$ cat src/rtl/snn_pkg.sv
// Shared types and helpers for the spiking-network encoders/decoders.
package snn_pkg;

  typedef enum logic [1:0] {
    IDLE  = 2'd0,
    RUN   = 2'd1,
    GUARD = 2'd2
  } enc_state_t;

  // Bits needed for a counter reaching max(slots-1, guard_cycles-1) without wrapping.
  function automatic int ctr_width(input int slots, input int guard_cycles);
    int top;
    top = (slots - 1 > guard_cycles - 1) ? slots - 1 : guard_cycles - 1;
    if (top < 1) return 1;
    return $clog2(top + 1);
  endfunction

endpackage

$ cat src/rtl/spike_encoder.sv
// Time-to-first-spike encoder: one value becomes one spike inside a window of
// SLOTS cycles, followed by GUARD_CYCLES silent cycles.
module spike_encoder
  import snn_pkg::*;
#(
  parameter int INT_WIDTH    = 4,
  parameter int SLOT_SHIFT   = 0,
  parameter int GUARD_CYCLES = 5
) (
  input  logic                 clk,
  input  logic                 rst,
  input  logic                 in_valid,
  input  logic [INT_WIDTH-1:0] in_value,
  output logic                 in_ready,
  output logic                 spike,
  output logic                 window_start,
  output logic                 busy
);

  localparam int SW    = INT_WIDTH - SLOT_SHIFT;
  localparam int SLOTS = 1 << SW;
  localparam int CW    = ctr_width(SLOTS, GUARD_CYCLES);

  localparam logic [INT_WIDTH-1:0] INT_MAX    = '1;
  localparam logic [CW-1:0]        RUN_LAST   = CW'(SLOTS - 1);
  localparam logic [CW-1:0]        GUARD_LAST = CW'(GUARD_CYCLES - 1);

  enc_state_t         state, state_nxt;
  logic [CW-1:0]      cnt, cnt_nxt;
  logic [SW-1:0]      slot, slot_nxt;
  logic               zero, zero_nxt;
  logic               transfer;
  logic [INT_WIDTH-1:0] diff;

  assign diff     = INT_MAX - in_value;
  assign transfer = (state == IDLE) && in_valid;

  always_comb begin
    state_nxt = state;
    cnt_nxt   = cnt;
    slot_nxt  = slot;
    zero_nxt  = zero;
    case (state)
      IDLE: begin
        if (in_valid) begin
          slot_nxt  = SW'(diff >> SLOT_SHIFT);
          zero_nxt  = (in_value == '0);
          cnt_nxt   = '0;
          state_nxt = RUN;
        end
      end
      RUN: begin
        if (cnt == RUN_LAST) begin
          cnt_nxt   = '0;
          state_nxt = (GUARD_CYCLES == 0) ? IDLE : GUARD;
        end else begin
          cnt_nxt = cnt + 1'b1;
        end
      end
      GUARD: begin
        if (cnt == GUARD_LAST) begin
          cnt_nxt   = '0;
          state_nxt = IDLE;
        end else begin
          cnt_nxt = cnt + 1'b1;
        end
      end
      default: begin
        cnt_nxt   = '0;
        state_nxt = IDLE;
      end
    endcase
  end

  // Outputs are registered from the next-state values so they line up with the state they describe.
  always_ff @(posedge clk) begin
    if (rst) begin
      state        <= IDLE;
      cnt          <= '0;
      slot         <= '0;
      zero         <= 1'b0;
      spike        <= 1'b0;
      window_start <= 1'b0;
      busy         <= 1'b0;
      in_ready     <= 1'b1;
    end else begin
      state        <= state_nxt;
      cnt          <= cnt_nxt;
      slot         <= slot_nxt;
      zero         <= zero_nxt;
      spike        <= (state_nxt == RUN) && (cnt_nxt == CW'(slot_nxt)) && !zero_nxt;
      window_start <= transfer;
      busy         <= (state_nxt != IDLE);
      in_ready     <= (state_nxt == IDLE);
    end
  end

endmodule

$ cat config.mk
export PLATFORM = sky130hd
export DESIGN_NAME = spike_encoder
export DESIGN_NICKNAME = d
export VERILOG_FILES = /design/src/rtl/snn_pkg.sv /design/src/rtl/spike_encoder.sv
export SDC_FILE = /design/constraint.sdc
export NUM_CORES = 1
export LEC_CHECK = 0
export CAP_MARGIN = 10
export CORE_MARGIN = 4
export CORE_UTILIZATION = 51
export CTS_BUF_LIST = sky130_fd_sc_hd__clkbuf_16
export DETAILED_ROUTE_END_ITERATION = 7
export HOLD_SLACK_MARGIN = 0.06
export PLACE_DENSITY = 0.83
export SKIP_LAST_GASP = 1
export SYNTH_ARGS = -nofsm -noshare
export SYNTH_HDL_FRONTEND = slang
export SYNTH_SLANG_ARGS = --single-unit
$ cat constraint.sdc
create_clock -name clk -period 1.9 [get_ports clk]
set_input_delay 0.38 -clock clk [delete_from_list [all_inputs] [get_ports clk]]
set_output_delay 0.38 -clock clk [all_outputs]
set_load 0.05 [all_outputs]
---- Word level (Yosys, flattened, before mapping) ----
Index checks and enable logic that the tools add are counted.
storage, ports and cells
  register bits after elaboration ......... 15
  word-level logic and storage cells ...... 36
  output and inout bits ................... 4
cells by class
  mux-type cells .......................... 12
  eq/ne operators ......................... 6
  reductions and logical operators ........ 8
  add/sub/neg operators ................... 2
operator list
  operator                                             number
  2-to-1 mux 4 bit                                     5
  case mux 4 bit (3 select lines)                      1
  2-to-1 mux 2 bit                                     3
  case mux 2 bit (3 select lines)                      1
  adder 4 x 1 -> 4 bit, second input constant          1
  equality test 2 x 1 -> 1 bit, second input constant  2
  equality test 4 x 3 -> 1 bit, second input constant  1
  equality test 4 bit                                  1
  equality test 4 bit, second input constant           1
  zero test 2 bit                                      2
  zero test 4 bit                                      1
  subtractor 4 bit, first input constant               1
  logical AND 1 bit                                    3
  equality test 2 bit, second input constant           1
  2-to-1 mux 1 bit                                     2
  nonzero test 2 bit                                   1
  zero test 1 bit                                      1

---- Logic depth before layout (Yosys ltp) ----
Gate-level depths: netlist of the first run.
  depth after elaboration ................. 6
  mapped depth ............................ 7
  depth with buffers taken out ............ 7

---- Worst setup path after synthesis of the first run ----
No wires, ideal clock.
  path kind ............................... flip-flop to flip-flop
  from .................................... register cnt[0]
  to ...................................... register spike
  arrival ................................. 1.540 ns
  period minus slack after synthesis ...... 1.619 ns
  setup time .............................. 0.079 ns
  path buffers ............................ 0
  stages on the path, launching flop included .. 7
  data required time ...................... 1.821 ns
  setup slack ............................. 0.281 ns
  cells stage by stage .................... dfxtp_1 > ha_1 > and3_2 > o2bb2ai_2 > a211o_1 > a21bo_2 > a211oi_2
between the ends
  cells in the longest elaborated chain, start to end .. 6
RTL lines
  what                                                                                       RTL line                                  text
  from (decl)                                                                                spike_encoder.sv:29                       logic [CW-1:0] cnt, cnt_nxt;
  from (signal assigned)                                                                     spike_encoder.sv:88                       cnt <= cnt_nxt;
  adder 4 x 1 -> 4 bit (tied with other cells)                                               spike_encoder.sv:57, spike_encoder.sv:65
  2-to-1 mux 4 bit (tied with other cells)                                                   spike_encoder.sv:61                       if (cnt == GUARD_LAST) begin
  case mux 4 bit (3 select lines) / case mux 2 bit (3 select lines) (equally long branches)  spike_encoder.sv:43                       case (state)
  equality test 4 bit / equality test 2 x 1 -> 1 bit (equally long branches)                 spike_encoder.sv:91                       spike <= (state_nxt == RUN) && (cnt_nxt == CW'(slot_nxt)) && !zero_nxt;
  logical AND 1 bit (*) (2 in series)                                                        spike_encoder.sv:91
  to (signal assigned)                                                                       spike_encoder.sv:91
  to (decl)                                                                                  spike_encoder.sv:15                       output logic spike,
Mark *: on every way between the ends. The rest lies on a longest branch, timed or not.
A chain may end at the register's enable or synchronous reset.

---- Worst setup path in the final report of the first run ----
  from .................................... register in_ready
  to ...................................... output in_ready
RTL lines
  what                    RTL line             text
  from (decl)             spike_encoder.sv:14  output logic in_ready,
  from (signal assigned)  spike_encoder.sv:94  in_ready <= (state_nxt == IDLE);
No word-level cell between the ends.

==> metrics, run 1 <==
final setup violation count 0; Seq/Total Area, Yosys 0.378; H-tree depth 1; synthesized instance count 87; WP buf/inv 1; PwrDens 848 nW/um2; ys async rst share 0; post-synth cell types 39; share of layout cells above drive strength 1 0.192; Fill cells 99; GR peak layer met2; Die Area 2250 um2; via count 683; Max Clock Freq 557 MHz; Worst EP required 1.52 ns; CP arrival 1.42 ns; CP max FO 1; vias in the first global route 674; non-filler instance count after layout 119; DRT Wirelength 1790 um; Placed Cells 114; first-pass GRT wire length 2970 um; RSZ-0062 raised after global routing false; core area 1380 um2; CP max-delay cell clkdlybuf4s50_1; Main synth FF type dfxtp_1; worst vdd ir 0.768 mV; met2 Use GR 0.345; #FFs+latches synth 15; worst slew pin tran 0.499 ns; Worst Setup Start Kind register; worst skew pair latency 0.24 ns; DR WL/cell 15.0 um; R2R setup slack 0.12 ns; crit share post-route 0.945; Hold WS 0.527 ns; status finished clean; antenna violations before repair 0; post-DR vias/cell 5.74; CTS tree yes; port bufs 10; Leakage Power 0.423 nW; CP Cell Sequence clkdlybuf4s50_1; minimum clock period 1.80 ns; Crit path largest cell delay 0.83 ns; Fin. Hold Viols 0; Rel. slew slack 0.658; GP Congestion 0.851; WS Path Type reg2out; final max-slew violation count 0; Diodes inserted 0; Chip Height 47.5 um; synth warn 0; Clock Root Buffer clkbuf_16; Top-Level Pins 11; Starting DRT DRC Count 14; largest net degree at the start of global routing 13; dpl hpwl 1270 um; syn_nets 96; Crit path max-delay family buffers and inverters; fin nets 114; clk_skew 0.00152 ns; DRC viols 0; met3 Use GR 0.0338; Max Cap Viol 0; Worst-path clk slew 0.05 ns; CP endpoint kind primary output; Detailed Routing Iterations Pass 1 4; row count 13; gr ovfl total 0; Mean Syn Cell Area 9.13 um2; Netlist Area Pre-Place 795 um2; antenna-violating nets left 0; Starting Density 0.575; most frequent cells in the layout dfxtp_1, clkdlybuf4s50_1, inv_1, nor2_1; Global Route Usage Sum 0.197; CTS max path bufs 2; Post-synth EDFFs 0; GR Layer Usage met1 0.218; Hold Crit Class reg2reg; most common cell after layout, fill and taps aside dfxtp_1; Num CTS Buffers 3; Synth-to-Final Area Change 30.2%; die width 47.5 um; clock sink total 15; Pwr Total 0.877 mW
path summary, 6_finish.rpt:
check | startpoint | to | depth (start not counted)
setup / recovery | in_ready | in_ready | 1
hold / removal | slot[1] | slot[1] | 2
setup reg to reg | cnt[1] | spike | 6
hold reg to reg | slot[1] | slot[1] | 2
stage by stage:
| step | utilization | area, um2 | TNS, ns | setup slack [ns] |
|---|---|---|---|---|
| after global routing | 0.748 | 1030 | 0 | 0.0137 |
| after detailed placement | 0.673 | 931 | -0.208 | -0.195 |
| after CTS | 0.730 | 1010 | 0 | 0.0213 |
| after floorplan | - | 795 | 0 | 0.281 |
| after global placement | 0.673 | 931 | -0.0869 | -0.0869 |
| final | 0.748 | 1030 | 0 | 0.105 |
synth_stat cells, types with 2 or more instances:
library cell	n	area share
or3b_1	2	0.022
mux2i_1	3	0.038
nor2_1	7	0.033
o21ai_0	3	0.019
ha_1	2	0.031
nand3b_1	2	0.019
nor2b_1	5	0.039
dfxtp_1	15	0.38
nand3_1	2	0.013
or2b_1	2	0.019
inv_1	6	0.028
and3_1	2	0.016
nand2_1	4	0.019
nand2b_1	2	0.016
a21oi_1	6	0.038
kinds of logic (layout without fill, tap and decap cells):
kind of cell,count (synthesis),count (layout),synth area share
buf+inv,9,26,0.0535
simple gates,36,36,0.279
xor+xnor,2,2,0.0221
fa+ha+maj,2,2,0.0315
compound gates,20,20,0.198
mux,3,3,0.0378
flops,15,15,0.378
layer usage:
| metal | up-vias | routed length (um) |
|---|---|---|
| met3 | 8 | 66 |
| met4 | 0 | 77 |
| met1 | 321 | 765 |
| met5 | - | 0 |
| li1 | 341 | - |
| met2 | 13 | 878 |
where the power goes:
part	internal, mW	switching [mW]	leakage [nW]
clock network	0.278	0.119	0.0423
registers	0.331	0.0124	0.123
logic	0.0673	0.0688	0.258
total	0.677	0.200	0.423
repair_timing:
action                     4_1_cts  5_1_grt
setup endpoints to repair        0        1
resized for setup                0        5
buffers inserted                 0        1
hold buffers                     0        0
area by class of cell:
class                      instances  area (um2)  share of cell area
sequential                        15         302               0.291
timing repair buffer              16         148               0.143
tap                               15        18.8              0.0181
clock buffer                       3        75.1              0.0726
clock inverter                     1        3.75             0.00363
inverter                           6        22.5              0.0218
multi-input combinational         63         465               0.450
flip-flops by register name, indices dropped and copies added (netlist names):
signal	flops
state	2
spike	1
in_ready	1
busy	1
window_start	1
zero	1
cnt	4
slot	4
No activity file was read; power rests on OpenSTA's default activity.
==> run 2: changes to the inputs <==
- REMOVE_ABC_BUFFERS: not set -> 1
==> metrics, run 2 (synthesis gave the netlist of run 1 again) <==
status finished clean; met3 wire len 53 um; Rel. slew slack 0.643; Crit path largest cell delay 0.49 ns; Hold Crit Start zero; antenna-violating nets left 0; minimum clock period 1.88 ns; DRT Wirelength 1750 um; Hold Crit Class reg2reg; Chip Height 47.5 um; die width 47.5 um; FF-to-FF End spike; final setup TNS 0 ns; CP Cell Sequence clkdlybuf4s50_1 > nor3b_4 > buf_4 > mux2i_2 > and3_1 > o221ai_2 > a211oi_2; pre-CTS setup slack -0.183 ns; DR WL/cell 14.4 um; Fill cells 103; CP max-delay cell clkdlybuf4s50_1; Worst-path clk slew 0.04 ns; logic depth of the worst path, buffers included 7; R2R setup slack 0.13 ns; area occupied by multi-input gates 482 um2; most common cell after layout, fill and taps aside dfxtp_1; H-tree depth 1; CTS max path bufs 2; CP endpoint kind register; Top-Level Pins 11; register area 302 um2; Starting Density 0.575; worst skew pair latency 0.24 ns; Leakage Power 0.421 nW; Fin. Hold Viols 0; path depth of the worst reg2reg path 6; Crit path max-delay family buffers and inverters; Clock Root Buffer clkbuf_16; PwrDens 824 nW/um2; core area 1380 um2; clock sink total 15; Synth-to-Final Area Change 33.9%; Num CTS Buffers 3; CP arrival 2.03 ns; most frequent cells in the layout dfxtp_1, clkdlybuf4s50_1, buf_4, inv_1, nor2_1; row count 13; Final Util 0.769; via count 689; WP buf/inv 2; CTS tree yes; met1 WL 766 um; worst vdd ir 0.684 mV; WS Path Type in2reg; Global Route Usage Sum 0.179; Detailed Routing Iterations Pass 1 4; share of layout cells above drive strength 1 0.226; Worst EP required 2.05 ns; Worst Setup EP spike; Die Area 2250 um2; clk_skew 0.00102 ns; antenna violations before repair 0; Placed Cells 116; Crit Reg-Reg Startpoint cnt[1]; worst slew pin tran 0.522 ns; uppermost layer routed met4; final setup violation count 0; Max Clock Freq 531 MHz; Routed met2 length 906 um; fin nets 116; CTS Hold Buffers Added 0; final setup margin 0.0153 ns; largest net degree at the start of global routing 12; CP Launch Point in_valid; post-DR vias/cell 5.69; port bufs 10; dpl hpwl 1260 um; Max Cap Viol 0; Worst Setup Start Kind input port; first-pass GRT wire length 2790 um; vias in the first global route 670; crit share post-route 0.992; non-filler instance count after layout 121; GP Congestion 0.860; Largest regs cnt x4, slot x4, state x2; DRC viols 0; Hold WS 0.507 ns; Diodes inserted 0; final max-slew violation count 0; CP max FO 6; Starting DRT DRC Count 9; gr ovfl total 0
## run 2: cell count changes in the layout (fill, tap and decap cells not counted), sizes merged
| cell | delta |
|---|---|
| buf | +2 |
| clkdlybuf4s50 | +1 |
| dlymetal6s2s | -1 |
## run 2: worst min-delay path by stage
stage / end / slack, ns / cells after the start
3_5_place_dp: zero / 0.49 / 2
4_1_cts: zero / 0.51 / 2
6_report: zero / 0.51 / 2
5_1_grt: zero / 0.57 / 2
2_1_floorplan: cnt[0] / 0.45 / 1
3_3_place_gp: zero / 0.47 / 2
## run 2: final cells by class
cell class                 instances  share of cell area
clock buffer                       3              0.0706
clock inverter                     1             0.00353
inverter                           6              0.0212
multi-input combinational         63               0.453
sequential                        15               0.284
tap                               15              0.0176
timing repair buffer              18               0.151
## run 2: metrics by stage
step | power (mW) | area [um2]
2_1_floorplan | 0.421 | 774
3_3_place_gp | 0.476 | 946
3_5_place_dp | 0.480 | 946
4_1_cts | 0.871 | 1020
5_1_grt | 0.912 | 1060
6_report | 0.876 | 1060
## run 2: layer usage
layer,vias up,global-route usage
met1,328,0.215
met2,13,0.310
met5,-,0
met4,0,0.0718
met3,2,0.0338
li1,346,-
## run 2: worst register-to-register path, delay by kind of cell (launching register included)
| kind | cells | cell delay [ns] |
|---|---|---|
| AO/OA/AOI/OAI | 4 | 0.83 |
| flip-flops | 1 | 0.42 |
| AND/OR/NAND/NOR | 1 | 0.25 |
| adder cells (fa/ha/maj) | 1 | 0.18 |
## run 2: where the power goes
group	internal, mW	total [mW]	leakage, nW	switching [mW]
registers	0.332	0.344	0.123	0.0128
clock network	0.277	0.388	0.0423	0.111
logic	0.0722	0.144	0.256	0.0714
total	0.681	0.876	0.421	0.196
## run 2: repair_timing
action	CTS	global route
endpoints found under the setup margin	0	2
buffers inserted	0	1
resized for setup	0	8
hold endpoints to repair	0	0
==> run 3: changes to the inputs <==
- GPL_TIMING_DRIVEN: not set -> 0
==> metrics, run 3 (synthesis gave the netlist of run 1 again) <==
status finished clean; DRC viols 0; Top-Level Pins 11; worst slew pin tran 0.502 ns; GP Congestion 0.839; gr ovfl total 0; antenna-violating nets left 0; core area 1380 um2; Largest regs cnt x4, slot x4, state x2; register area 300 um2; post-DR vias/cell 5.64; Max Clock Freq 554 MHz; via count 654; clk_skew 0.00139 ns; Die Area 2250 um2; Fill cells 102; most frequent cells in the layout dfxtp_1, clkdlybuf4s50_1, inv_1, nor2_1, a21oi_1; fin nets 111; Detailed Routing Iterations Pass 1 4; Clock Root Buffer clkbuf_16; share of layout cells above drive strength 1 0.149; CP max FO 6; largest net degree at the start of global routing 14; Worst-path clk slew 0.05 ns; area occupied by multi-input gates 459 um2; WS Path Type reg2reg; CP arrival 1.97 ns; vias in the first global route 614; DRT Wirelength 1630 um; DR WL/cell 14.0 um; RSZ-0062 raised after global routing false; PwrDens 859 nW/um2; worst skew pair latency 0.24 ns; Pwr Total 0.863 mW; Max Cap Viol 0; Diodes inserted 0; CP max-delay cell dfxtp_1; worst vdd ir 0.605 mV; Crit path max-delay family compound AO/OA/AOI/OAI gates; Worst EP required 2.06 ns; non-filler instance count after layout 116; Hold WS 0.516 ns; crit share post-route 0.950; WP buf/inv 0; CP Cell Sequence ha_1 > and3_2 > o2bb2ai_2 > a211o_1 > a21bo_2 > a211oi_2; die width 47.5 um; Global Route Usage Sum 0.174; Chip Height 47.5 um; clock sink total 15; minimum clock period 1.80 ns; Worst Setup Start Kind register; GR peak layer met2; port bufs 10; final setup violation count 0; first-pass GRT wire length 2670 um; Leakage Power 0.409 nW; H-tree depth 1; Hold Crit Class reg2reg; Rel. slew slack 0.664; antenna violations before repair 0; Synth-to-Final Area Change 26.5%; dpl hpwl 1160 um; Crit path largest cell delay 0.40 ns; CTS max path bufs 2; row count 13; CTS tree yes; met3 Use GR 0.0338; Num CTS Buffers 3; CP endpoint kind register; Placed Cells 109; Starting DRT DRC Count 19; Starting Density 0.575; Fin. Hold Viols 0; GR Layer Usage met1 0.221; CTS Hold Buffers Added 0; met2 Use GR 0.281; final max-slew violation count 0; most common cell after layout, fill and taps aside dfxtp_1
==> run 3: cell count changes in the layout (fill, tap and decap cells not counted), sizes merged <==
cell           before  now
clkdlybuf4s50      10    9
dlymetal6s2s        0    1
buf                 8    3
==> run 3: worst paths after layout <==
kind                 from       to  slack, ns  depth (start not counted)
setup / recovery   cnt[0]    spike        0.1                          6
hold / removal    slot[1]  slot[1]       0.52                          2
setup reg to reg   cnt[0]    spike        0.1                          6
hold reg to reg   slot[1]  slot[1]       0.52                          2
==> run 3: per-layer routing <==
layer  up-vias  share of wire  wire length (um)
met5         -              0                 0
met4         0          0.012                19
met3         2          0.036                58
met2        10           0.48               777
met1       306           0.47               773
li1        336              -                 -
==> run 3: repair_timing <==
item                                    CTS  global route
cloned                                    0             0
buffers inserted                          3             0
resized for setup                         1             3
endpoints found under the setup margin    1             1
==> run 3: area by class of cell <==
class                   count  share of cell area
multi-input cells          63               0.457
flip-flops and latches     15               0.299
repair buffers             13               0.125
clock buffers               3              0.0747
inverters                   6              0.0224
well taps                  15              0.0187
clock inverters             1             0.00374
==> run 3: per-stage QoR <==
step	instance area (um2)	setup TNS (ns)	worst slack (ns)	util
3_5_place_dp	893	-0.358	-0.358	0.646
3_3_place_gp	893	-0.323	-0.323	0.646
6_report	1000	0	0.0951	0.727
4_1_cts	995	0	0.0240	0.719
2_1_floorplan	774	0	0.281	-
5_1_grt	1000	0	0.000933	0.727
==> run 3: power by group <==
group,switching [mW],internal [mW],total (mW)
Combinational,0.0659,0.0599,0.126
Clock,0.117,0.278,0.395
Sequential,0.0114,0.331,0.342
Total,0.194,0.669,0.863
==> run 3: worst register-to-register path, delay by kind of cell, from the launching register on <==
family	cells	cell delay [ns]
AOI/OAI and AO/OA	4	0.81
DFF	1	0.40
and+or+nand+nor	1	0.26
adders and majority gates	1	0.25
